===== config.mk =====
export PLATFORM = sky130hd
export DESIGN_NAME = input_port_vc
export DESIGN_NICKNAME = d
export VERILOG_FILES = /design/src/rtl/input_port_vc.sv
export SDC_FILE = /design/constraint.sdc
export NUM_CORES = 1
export LEC_CHECK = 0
export ABC_AREA = 1
export BUFFER_PORTS_ARGS = -buffer_cell sky130_fd_sc_hd__buf_2
export CELL_PAD_IN_SITES_DETAIL_PLACEMENT = 0
export CELL_PAD_IN_SITES_GLOBAL_PLACEMENT = 2
export CORE_MARGIN = 2
export CORE_UTILIZATION = 40
export CTS_BUF_LIST = sky130_fd_sc_hd__clkbuf_8 sky130_fd_sc_hd__clkbuf_16
export CTS_CLUSTER_SIZE = 28
export DETAILED_ROUTE_END_ITERATION = 12
export PLACE_DENSITY_LB_ADDON = 0.3
export SLEW_MARGIN = 20
export SYNTH_ARGS = -nofsm -noshare
export SYNTH_HDL_FRONTEND = slang
export SYNTH_SLANG_ARGS = --single-unit

===== constraint.sdc =====
create_clock -name clk -period 4.5 [get_ports clk]
set_input_delay 0.45 -clock clk [delete_from_list [all_inputs] [get_ports clk]]
set_output_delay 0.45 -clock clk [all_outputs]
set_load 0.02 [all_outputs]

===== src/rtl/input_port_vc.sv =====
// Router input port: one circular flit buffer per virtual channel plus a per-VC
// RC -> VA -> SA control FSM feeding a single registered crossbar output.
package input_port_vc_pkg;
  localparam int VC_ID_W = 4;
  localparam int DATA_W  = 16;

  typedef enum logic [1:0] {
    HEAD     = 2'd0,
    BODY     = 2'd1,
    TAIL     = 2'd2,
    HEADTAIL = 2'd3
  } flit_label_t;

  typedef struct packed {
    flit_label_t        flit_label;
    logic [VC_ID_W-1:0] vc_id;
    logic [DATA_W-1:0]  data;
  } flit_t;
endpackage

module input_port_vc
  import input_port_vc_pkg::*;
#(
  parameter int  VC_NUM      = 2,
  parameter int  BUFFER_SIZE = 8,
  parameter int  PORT_NUM    = 5,
  localparam int PORT_W      = $clog2(PORT_NUM),
  localparam int VC_W        = (VC_NUM > 1) ? $clog2(VC_NUM) : 1
) (
  input  logic                          clk,
  input  logic                          rst,
  input  flit_t                         data_i,
  input  logic                          valid_flit_i,
  output logic [VC_NUM-1:0]             is_full_o,
  output logic [VC_NUM-1:0]             is_empty_o,
  output flit_t [VC_NUM-1:0]            rc_head_o,
  input  logic [VC_NUM-1:0][PORT_W-1:0] rc_port_i,
  output logic [VC_NUM-1:0]             va_req_o,
  output logic [VC_NUM-1:0][PORT_W-1:0] va_port_o,
  input  logic [VC_NUM-1:0]             va_grant_i,
  input  logic [VC_NUM-1:0][VC_W-1:0]   va_vc_i,
  output logic [VC_NUM-1:0]             sa_req_o,
  output logic [VC_NUM-1:0][PORT_W-1:0] sa_port_o,
  input  logic [VC_NUM-1:0]             sa_grant_i,
  output flit_t                         xb_flit_o,
  output logic                          xb_valid_o,
  output logic [PORT_W-1:0]             xb_port_o,
  output logic                          error_o
);

  localparam int PTR_W = $clog2(BUFFER_SIZE);
  localparam int CNT_W = PTR_W + 1;
  localparam logic [CNT_W-1:0] FULL_CNT = CNT_W'(BUFFER_SIZE);

  typedef enum logic [1:0] {
    S_IDLE   = 2'd0,
    S_RC     = 2'd1,
    S_VA     = 2'd2,
    S_ACTIVE = 2'd3
  } state_t;

  function automatic logic is_head(input flit_label_t l);
    return (l == HEAD) || (l == HEADTAIL);
  endfunction

  function automatic logic is_last(input flit_label_t l);
    return (l == TAIL) || (l == HEADTAIL);
  endfunction

  flit_t             mem_r      [VC_NUM][BUFFER_SIZE];
  logic [PTR_W-1:0]  wr_ptr_r   [VC_NUM];
  logic [PTR_W-1:0]  rd_ptr_r   [VC_NUM];
  logic [CNT_W-1:0]  cnt_r      [VC_NUM];
  logic [CNT_W-1:0]  cnt_nxt_s  [VC_NUM];
  state_t            state_r    [VC_NUM];
  logic [PORT_W-1:0] out_port_r [VC_NUM];
  logic [VC_W-1:0]   down_vc_r  [VC_NUM];
  flit_t             front_s    [VC_NUM];

  logic [VC_NUM-1:0] is_full_r, is_empty_r;
  logic [VC_NUM-1:0] push_s, pop_s, sa_pop_s;
  logic [VC_W-1:0]   wr_vc_s, sa_sel_s;
  logic              sa_multi_s, err_s, vc_empty_s, idle_drop_s, wr_hit_s;
  flit_t             pop_flit_s;
  logic [PORT_W-1:0] pop_port_s;

  flit_t             xb_flit_r;
  logic              xb_valid_r, error_r;
  logic [PORT_W-1:0] xb_port_r;

  // Push/pop decisions, grant arbitration, violation detection and request outputs
  always_comb begin
    wr_vc_s     = data_i.vc_id[VC_W-1:0];
    sa_sel_s    = '0;
    vc_empty_s  = 1'b0;
    idle_drop_s = 1'b0;
    wr_hit_s    = 1'b0;
    push_s      = '0;
    pop_s       = '0;
    sa_pop_s    = '0;
    va_req_o    = '0;
    va_port_o   = '0;
    sa_req_o    = '0;
    sa_port_o   = '0;
    rc_head_o   = '0;
    // Lowest-index grant wins when several bits are set
    for (int v = VC_NUM - 1; v >= 0; v--) begin
      sa_sel_s = sa_grant_i[v] ? VC_W'(v) : sa_sel_s;
    end
    sa_multi_s = |(sa_grant_i & (sa_grant_i - VC_NUM'(1'b1)));
    err_s      = sa_multi_s;
    for (int v = 0; v < VC_NUM; v++) begin
      front_s[v]   = mem_r[v][rd_ptr_r[v]];
      cnt_nxt_s[v] = cnt_r[v];
      vc_empty_s   = (cnt_r[v] == '0);
      idle_drop_s  = (state_r[v] == S_IDLE) && !vc_empty_s && !is_head(front_s[v].flit_label);
      sa_pop_s[v]  = sa_grant_i[v] && (sa_sel_s == VC_W'(v)) &&
                     (state_r[v] == S_ACTIVE) && !vc_empty_s;
      pop_s[v]     = idle_drop_s || sa_pop_s[v];
      wr_hit_s     = valid_flit_i && (wr_vc_s == VC_W'(v));
      // A full VC still accepts a push when it pops in the same cycle
      push_s[v]    = wr_hit_s && ((cnt_r[v] != FULL_CNT) || pop_s[v]);
      cnt_nxt_s[v] = cnt_r[v] + CNT_W'(push_s[v]) - CNT_W'(pop_s[v]);
      err_s = err_s | idle_drop_s | (wr_hit_s && !push_s[v]) |
              (sa_grant_i[v] && ((state_r[v] != S_ACTIVE) || vc_empty_s)) |
              (va_grant_i[v] && (state_r[v] != S_VA));
      rc_head_o[v] = front_s[v];
      va_req_o[v]  = (state_r[v] == S_VA);
      va_port_o[v] = out_port_r[v];
      sa_req_o[v]  = (state_r[v] == S_ACTIVE) && !vc_empty_s;
      sa_port_o[v] = out_port_r[v];
    end
    pop_flit_s                  = front_s[sa_sel_s];
    pop_flit_s.vc_id            = '0;
    pop_flit_s.vc_id[VC_W-1:0]  = down_vc_r[sa_sel_s];
    pop_port_s                  = out_port_r[sa_sel_s];
  end

  // Flit storage; contents need no reset since counts gate every read
  always_ff @(posedge clk) begin
    for (int v = 0; v < VC_NUM; v++) begin
      if (push_s[v]) mem_r[v][wr_ptr_r[v]] <= data_i;
    end
  end

  // Buffer pointers, occupancy and registered full/empty views
  always_ff @(posedge clk) begin
    if (!rst) begin
      for (int v = 0; v < VC_NUM; v++) begin
        wr_ptr_r[v] <= '0;
        rd_ptr_r[v] <= '0;
        cnt_r[v]    <= '0;
      end
      is_full_r  <= '0;
      is_empty_r <= '1;
    end else begin
      for (int v = 0; v < VC_NUM; v++) begin
        if (push_s[v]) wr_ptr_r[v] <= wr_ptr_r[v] + PTR_W'(1'b1);
        if (pop_s[v])  rd_ptr_r[v] <= rd_ptr_r[v] + PTR_W'(1'b1);
        cnt_r[v]      <= cnt_nxt_s[v];
        is_full_r[v]  <= (cnt_nxt_s[v] == FULL_CNT);
        is_empty_r[v] <= (cnt_nxt_s[v] == '0);
      end
    end
  end

  // Per-VC pipeline FSM; an idle VC receiving a head into an empty buffer enters RC directly
  always_ff @(posedge clk) begin
    if (!rst) begin
      for (int v = 0; v < VC_NUM; v++) begin
        state_r[v]    <= S_IDLE;
        out_port_r[v] <= '0;
        down_vc_r[v]  <= '0;
      end
    end else begin
      for (int v = 0; v < VC_NUM; v++) begin
        case (state_r[v])
          S_IDLE: begin
            if (cnt_r[v] != '0) begin
              if (is_head(front_s[v].flit_label)) state_r[v] <= S_RC;
            end else if (push_s[v] && is_head(data_i.flit_label)) begin
              state_r[v] <= S_RC;
            end
          end
          S_RC: begin
            out_port_r[v] <= rc_port_i[v];
            state_r[v]    <= S_VA;
          end
          S_VA: begin
            if (va_grant_i[v]) begin
              down_vc_r[v] <= va_vc_i[v];
              state_r[v]   <= S_ACTIVE;
            end
          end
          S_ACTIVE: begin
            if (sa_pop_s[v] && is_last(front_s[v].flit_label)) state_r[v] <= S_IDLE;
          end
          default: state_r[v] <= S_IDLE;
        endcase
      end
    end
  end

  // Crossbar output register and sticky error flag
  always_ff @(posedge clk) begin
    if (!rst) begin
      xb_flit_r  <= '0;
      xb_valid_r <= 1'b0;
      xb_port_r  <= '0;
      error_r    <= 1'b0;
    end else begin
      xb_valid_r <= |sa_pop_s;
      if (|sa_pop_s) begin
        xb_flit_r <= pop_flit_s;
        xb_port_r <= pop_port_s;
      end
      error_r <= error_r | err_s;
    end
  end

  assign is_full_o  = is_full_r;
  assign is_empty_o = is_empty_r;
  assign xb_flit_o  = xb_flit_r;
  assign xb_valid_o = xb_valid_r;
  assign xb_port_o  = xb_port_r;
  assign error_o    = error_r;

endmodule


==> results of run 1 <==
[placed cells by master (no fill, tap or decap), types with 2 or more instances in the layout]
cell,synthesis,routed
a21boi_0,2,2
a21boi_1,2,2
a21oi_1,8,8
a31oi_1,4,4
and2_1,34,34
buf_2,37,124
buf_4,16,37
bufinv_16,0,2
clkbuf_16,0,47
clkbuf_8,0,3
clkinv_1,2,14
clkinv_2,0,8
clkinvlp_4,0,4
conb_1,1,3
dfxtp_1,36,36
edfxtp_1,376,376
fa_1,2,2
ha_1,20,20
inv_1,95,102
inv_2,6,6
inv_4,2,2
nand2_1,170,170
nand2_2,6,6
nand2_4,2,2
nand3_1,139,139
nand3_2,3,3
nand4_1,4,4
nor2_1,330,318
nor2_2,5,17
nor2_4,2,2
nor3_1,4,4
nor3b_1,2,2
o21ai_0,158,158
o21ai_1,31,31
o22ai_1,16,16
xnor2_1,6,6
xor2_1,3,3
[per-layer routing]
| layer | track usage | vias up |
|---|---|---|
| li1 | - | 5596 |
| met1 | 0.269 | 5602 |
| met4 | 0.0755 | 0 |
| met3 | 0.0266 | 68 |
| met2 | 0.343 | 254 |
| met5 | 0 | - |
[worst min-delay path: cells and delay by family]
| family | cells | cell delay [ns] |
|---|---|---|
| and+or+nand+nor | 1 | 0.08 |
| buffers and inverters | 2 | 0.10 |
[area by class of cell]
type / instances / share of cell area
Sequential cell: 412 / 0.598
Inverter: 105 / 0.0199
Tap cell: 585 / 0.0365
Multi-Input combinational cell: 960 / 0.228
Clock buffer: 50 / 0.0607
Timing Repair Buffer: 162 / 0.0458
Clock inverter: 34 / 0.0105
[report_power, final]
part	internal [uW]	leakage, uW	switching [uW]
combinational	1490	0.00326	3340
sequential	4480	0.00372	158
clock	2050	0.000722	1500
[through the flow]
stage	instances	hold slack, ns
floorplan	1563	0.511
global placement	2224	0.525
detailed placement	2224	0.527
CTS	2308	0.156
global route	2308	0.183
finish	2308	0.181
[worst min path at each step]
stage / end
after global routing: out_port_r[0][2]
after detailed placement: xb_flit_o[1]
after floorplan: xb_flit_o[16]
after global placement: xb_flit_o[7]
after CTS: out_port_r[0][1]
final: out_port_r[0][1]
[cells by family (layout without fill, tap and decap cells)]
kind of cell             count (synthesis)  count (layout)  share of synthesized area
flip-flops                             412             412                      0.690
XOR/XNOR                                 9               9                    0.00453
adder cells (fa/ha/maj)                 22              22                     0.0167
other                                    1               3                   0.000215
AND/OR/NAND/NOR                        704             704                      0.174
AO/OA/AOI/OAI                          222             222                     0.0660
buffers and inverters                  191             351                     0.0494
[state kept, by name, indices dropped and copies added, names as in the netlist]
name	flops
cnt_r	8
down_vc_r	2
error_o	1
is_empty_o	2
is_full_o	2
mem_r	352
out_port_r	6
rd_ptr_r	6
state_r	4
wr_ptr_r	6
xb_flit_o	19
xb_port_o	3
xb_valid_o	1
==> summary.txt, run 1 <==
Placement
  • Number of port buffers: 124
  • Dpl hpwl: between 20 and 30 mm
  • Final Wtd Congestion: about 0.8
  • Post-Place Setup Slack: about 0.76 ns
  • Placed cell areas: 0.0186 sq mm

Synth
  • Cell taking the most area after synthesis: edfxtp_1
  • Top cells by area, synth: edfxtp_1 65%, nor2_1 7.1%, o21ai_0 4.5%, dfxtp_1 4.1%, nand3_1 4.0%
  • Yosys top cell area share: 0.648
  • Register area share after synthesis: 0.690
  • Most frequent cell after synthesis: edfxtp_1
  • Yosys Warn Count: 0
  • Post-Syn Instances: ~1.6k
  • Syn_area_per_cell: approximately 11 sq um
  • FF+latch count, synth: 412
  • Synth cell types: 40
  • Synth cell count leaders: 376 x edfxtp_1, 330 x nor2_1, 170 x nand2_1
  • Post-synth ARST share: 0
  • Top_reg_cell synth: edfxtp_1
  • Cell Area, Synth: between 0.015 and 0.02 sq mm
  • Post-synth EDFFs: between 300 and 400

Clock network
  • Register clock-pin slew on the reported worst setup and hold paths: 0.06 ns
  • Cts bufs inserted: between 40 and 50
  • H-tree depth: 2
  • Post-CTS Hold Buffers: 0
  • CTS sink cnt: between 400 and 500
  • Post-CTS Setup Repair Bufs: 0
  • Longest Clk Path Bufs: 3
  • Post-CTS Resized: 0
  • Root Driver: clkbuf_16
  • CTS tree: yes
  • Worst skew pair latency: a little under 0.6 ns

Global routing
  • Largest net degree at the start of global routing: 46
  • Initial antenna violation count: 0
  • Global Route Usage Sum: 0.203
  • Global-route wire length before repair: roughly 70 mm
  • Gr ovfl total: 0
  • Number of global-route vias before repair: 11.4k

Final layout
  • Layout cells sized above 1: 0.156
  • Nets: around 1.7k
  • Area growth syn-to-layout: 15.2%
  • Inserted Diodes: 0
  • Filler Cells Inserted: slightly above 4k
  • FF/Latch Area: 0.0120 sq mm
  • Fin area: 0.0201 sq mm
  • Footprint of the multi-input gates: ~0.0046 sq mm
  • Final Util: 0.467

Setup path
  • Crit path launch type: register
  • CP max stage delay: between 0.5 and 0.6 ns
  • Worst path depth: 18
  • Reg2Reg Depth: 18
  • Worst r2r src: rd_ptr_r[0][3]
  • CP Launch Point: rd_ptr_r[0][3]
  • WP data arrival: 4.23 ns
  • Worst Setup Path Type: reg -> reg
  • Crit-path cells: buf_4, nor2_1, nor2_1, o21ai_0, nand3_1, nand2_1, ha_1, inv_1, nand3_2, nand2_1, ha_1, inv_1, ha_1, fa_1, xor2_1, nor3_1, inv_1, nor2_1
  • Crit path buffers/inverters: 4
  • Worst Path Required: approximately 5 ns
  • Crit end category: register
  • Crit-path leading delay family: adder cells
  • Reg2reg end: is_full_o[1]
  • CP endpoint: is_full_o[1]
  • Crit Path Max Fanout: 36
  • Reg2reg setup slack: between 0.7 and 0.8 ns
  • Slowest CP cell: edfxtp_1

Die
  • Ports: 128
  • Die ar.: about 0.045 sq mm
  • Core region area: 0.0430 sq mm
  • Starting Density: 0.405
  • FP Rows: between 70 and 80
  • Die span in y: roughly 210 microns
  • Die Wd: approximately 210 microns

Detailed routing
  • DRC: 0
  • Met1 WL: 20.0 mm
  • Max layer used: met4
  • Starting DRT DRC Count: between 900 and 1k
  • Avg WL per Cell: 19.6 microns
  • Vias post-DR: 11.5k
  • DR WL met2: around 22 mm
  • Routed wl met3: 2.02 mm
  • Total Wirelength: ~45 mm
  • Post-route ant nets: 0
  • Via/cell ratio: between 4 and 5
  • 1st-pass router iterations: 5

Worst hold path
  • Hold Crit Class: in -> reg
  • Hold path start: rc_port_i[1]
  • Worst Hold Path Cells: 3

STA
  • Period utilization: 0.827
  • Slew at the pin closest to its max-slew limit: approximately 1.1 ns
  • Final Hold Fails: 0
  • Pins Over Slew Limit: 0
  • Rel. slew slack: 0.286
  • Setup ws final: 0.776 ns
  • Count of final setup violators: 0
  • RSZ-0062 raised after global routing: false
  • TNS Setup: 0 ns
  • Setup Skew: roughly 0.011 ns
  • Fin crit period: roughly 3.7 ns
  • Maximum clock frequency: 269 MHz

Run status
  • Outcome: finished clean

Job
  • Max_cap viols: 0

Pwr
  • Pwr dens: ~650 mW/mm^2
  • Total power: ~13000 uW
  • Max IR drop VDD: about 0.00036 V
  • Cell leakage power: a little under 0.008 uW
Note: power is estimated with default switching activity, not from simulation.
==> inputs of run 2 (changes only) <==
==> constraint.sdc (replaced) <==
create_clock -name clk -period 3.7 [get_ports clk]
set_input_delay 0.37 -clock clk [delete_from_list [all_inputs] [get_ports clk]]
set_output_delay 0.37 -clock clk [all_outputs]
set_load 0.02 [all_outputs]
==> summary.txt, run 2 (synthesized netlist as in run 1, its figures left out) <==
Detailed routing
  • Vias post-DR: around 11k
  • Via/cell ratio: around 5
  • 1st-pass router iterations: 4
  • DRC: 0
  • Total Wirelength: 45.5 mm
  • Starting DRT DRC Count: roughly 770
  • Post-route ant nets: 0
  • Avg WL per Cell: slightly below 20 microns

Global routing
  • Initial antenna violation count: 0
  • Global-route wire length before repair: between 60 and 70 mm
  • Gr ovfl total: 0
  • Global Route Usage Sum: 0.206
  • Largest net degree at the start of global routing: between 60 and 70
  • Number of global-route vias before repair: 11.5k

Setup path
  • WP data arrival: 3.79 ns
  • CP max stage delay: approximately 0.44 ns
  • Slowest CP cell: fa_1
  • Worst Path Required: 4.16 ns
  • CP Launch Point: rd_ptr_r[0][0]
  • Crit-path cells: buf_2, inv_4, o21ai_0, nand3_1, and2_1, ha_1, inv_1, nand3_1, nand2_1, ha_1, inv_1, ha_1, fa_1, xor2_2, nor3_2, o21ai_0, inv_1
  • Crit end category: register
  • Crit Path Max Fanout: 10
  • Crit path launch type: register
  • Crit-path leading delay family: adder cells
  • Worst r2r src: rd_ptr_r[0][0]
  • Worst Setup Path Type: reg -> reg
  • Crit path buffers/inverters: 5

Final layout
  • Nets: between 1.5k and 2k
  • Commonest non-fill, non-tap cell in the layout: edfxtp_1
  • Commonest non-fill, non-tap cells in the layout: 376 x edfxtp_1, 318 x nor2_1, 170 x nand2_1
  • Inserted Diodes: 0
  • Layout cells sized above 1: 0.163
  • Non-filler instance count after layout: about 2.3k
  • Max FFs per register: ~350
  • Area growth syn-to-layout: 16.1%

Clock network
  • Register clock-pin slew on the reported worst setup and hold paths: about 0.060 ns
  • Cts bufs inserted: 45
  • Root Driver: clkbuf_16
  • Post-CTS Hold Buffers: 0
  • Worst skew pair latency: roughly 0.57 ns
  • H-tree depth: 2
  • CTS tree: yes
  • CTS sink cnt: just over 400
  • Longest Clk Path Bufs: 3

Placement
  • Number of port buffers: about 120
  • Dpl hpwl: ~28 mm
  • Final Wtd Congestion: between 0.7 and 0.8
  • Placed Cells: approximately 2.2k

Pwr
  • Total power: about 16000 uW
  • Pwr dens: about 800 mW/mm^2
  • Max IR drop VDD: 0.000521 V
  • Cell leakage power: approximately 0.0078 uW

STA
  • Pins Over Slew Limit: 0
  • Rel. slew slack: 0.496
  • Hold Worst Slack: between 0.1 and 0.15 ns
  • Maximum clock frequency: ~300 MHz
  • Count of final setup violators: 0
  • Slew at the pin closest to its max-slew limit: 0.756 ns
  • Final Hold Fails: 0
  • Setup Skew: between 0.02 and 0.025 ns
  • Period utilization: 0.899
  • Fin crit period: around 3.3 ns

Run status
  • Outcome: finished clean

Die
  • Die Wd: approximately 210 microns
  • Core region area: 0.0430 sq mm
  • Starting Density: 0.405
  • Die ar.: ~0.045 sq mm
  • FP Rows: 76
  • Ports: 128
  • Die span in y: approximately 210 microns

Worst hold path
  • Hold path start: rc_port_i[2]
  • Hold Crit Class: in -> reg

Job
  • Max_cap viols: 0
run 2: cell type report:
cell class / count / area (sq um)
repair buffers: 181 / 1080
fillers: 3993 / 22800
well taps: 585 / 732
inverters: 105 / 399
clock inverters: 35 / 229
clock buffers: 47 / 1180
multi-input cells: 960 / 4590
flip-flops and latches: 412 / 12000
run 2: metrics by stage:
| step | setup TNS, ns | area [sq um] | utilization | worst slack [ns] |
|---|---|---|---|---|
| 2_1_floorplan | 0 | 17400 | - | 0.162 |
| 3_3_place_gp | 0 | 18800 | 0.436 | 0.308 |
| 3_5_place_dp | 0 | 18800 | 0.436 | 0.228 |
| 4_1_cts | 0 | 20200 | 0.469 | 0.217 |
| 5_1_grt | -0.0167 | 20200 | 0.471 | -0.0122 |
| 6_report | 0 | 20200 | 0.471 | 0.372 |
run 2: worst min-delay path: cells and delay by family:
kind,cells,cell delay [ns]
buffers and inverters,2,0.10
AND/OR/NAND/NOR,1,0.08
run 2: final timing paths:
| path | endpoint | slack [ns] | cells after the start |
|---|---|---|---|
| worst max-delay path | is_empty_o[0] | 0.37 | 17 |
| worst min-delay path | out_port_r[0][2] | 0.11 | 3 |
| worst max register to register | is_empty_o[0] | 0.37 | 17 |
| worst min register to register | xb_flit_o[1] | 0.54 | 4 |
run 2: power breakdown:
part           leakage [uW]  internal [uW]  switching, uW
clock network      0.000715           2490           1790
registers           0.00372           5440            187
logic               0.00337           1910           4080
total               0.00781           9840           6060
run 2: metal layers:
| metal | wire length (microns) | GRT usage | part of all wire |
|---|---|---|---|
| met1 | 20100 | 0.275 | 0.44 |
| met3 | 1830 | 0.0325 | 0.040 |
| met2 | 22600 | 0.350 | 0.50 |
| met4 | 964 | 0.0533 | 0.021 |
| met5 | 0 | 0 | 0 |
run 2: repair_timing:
action	CTS	global route
buffers inserted	0	6
endpoints found under the setup margin	0	3
resized for setup	0	2
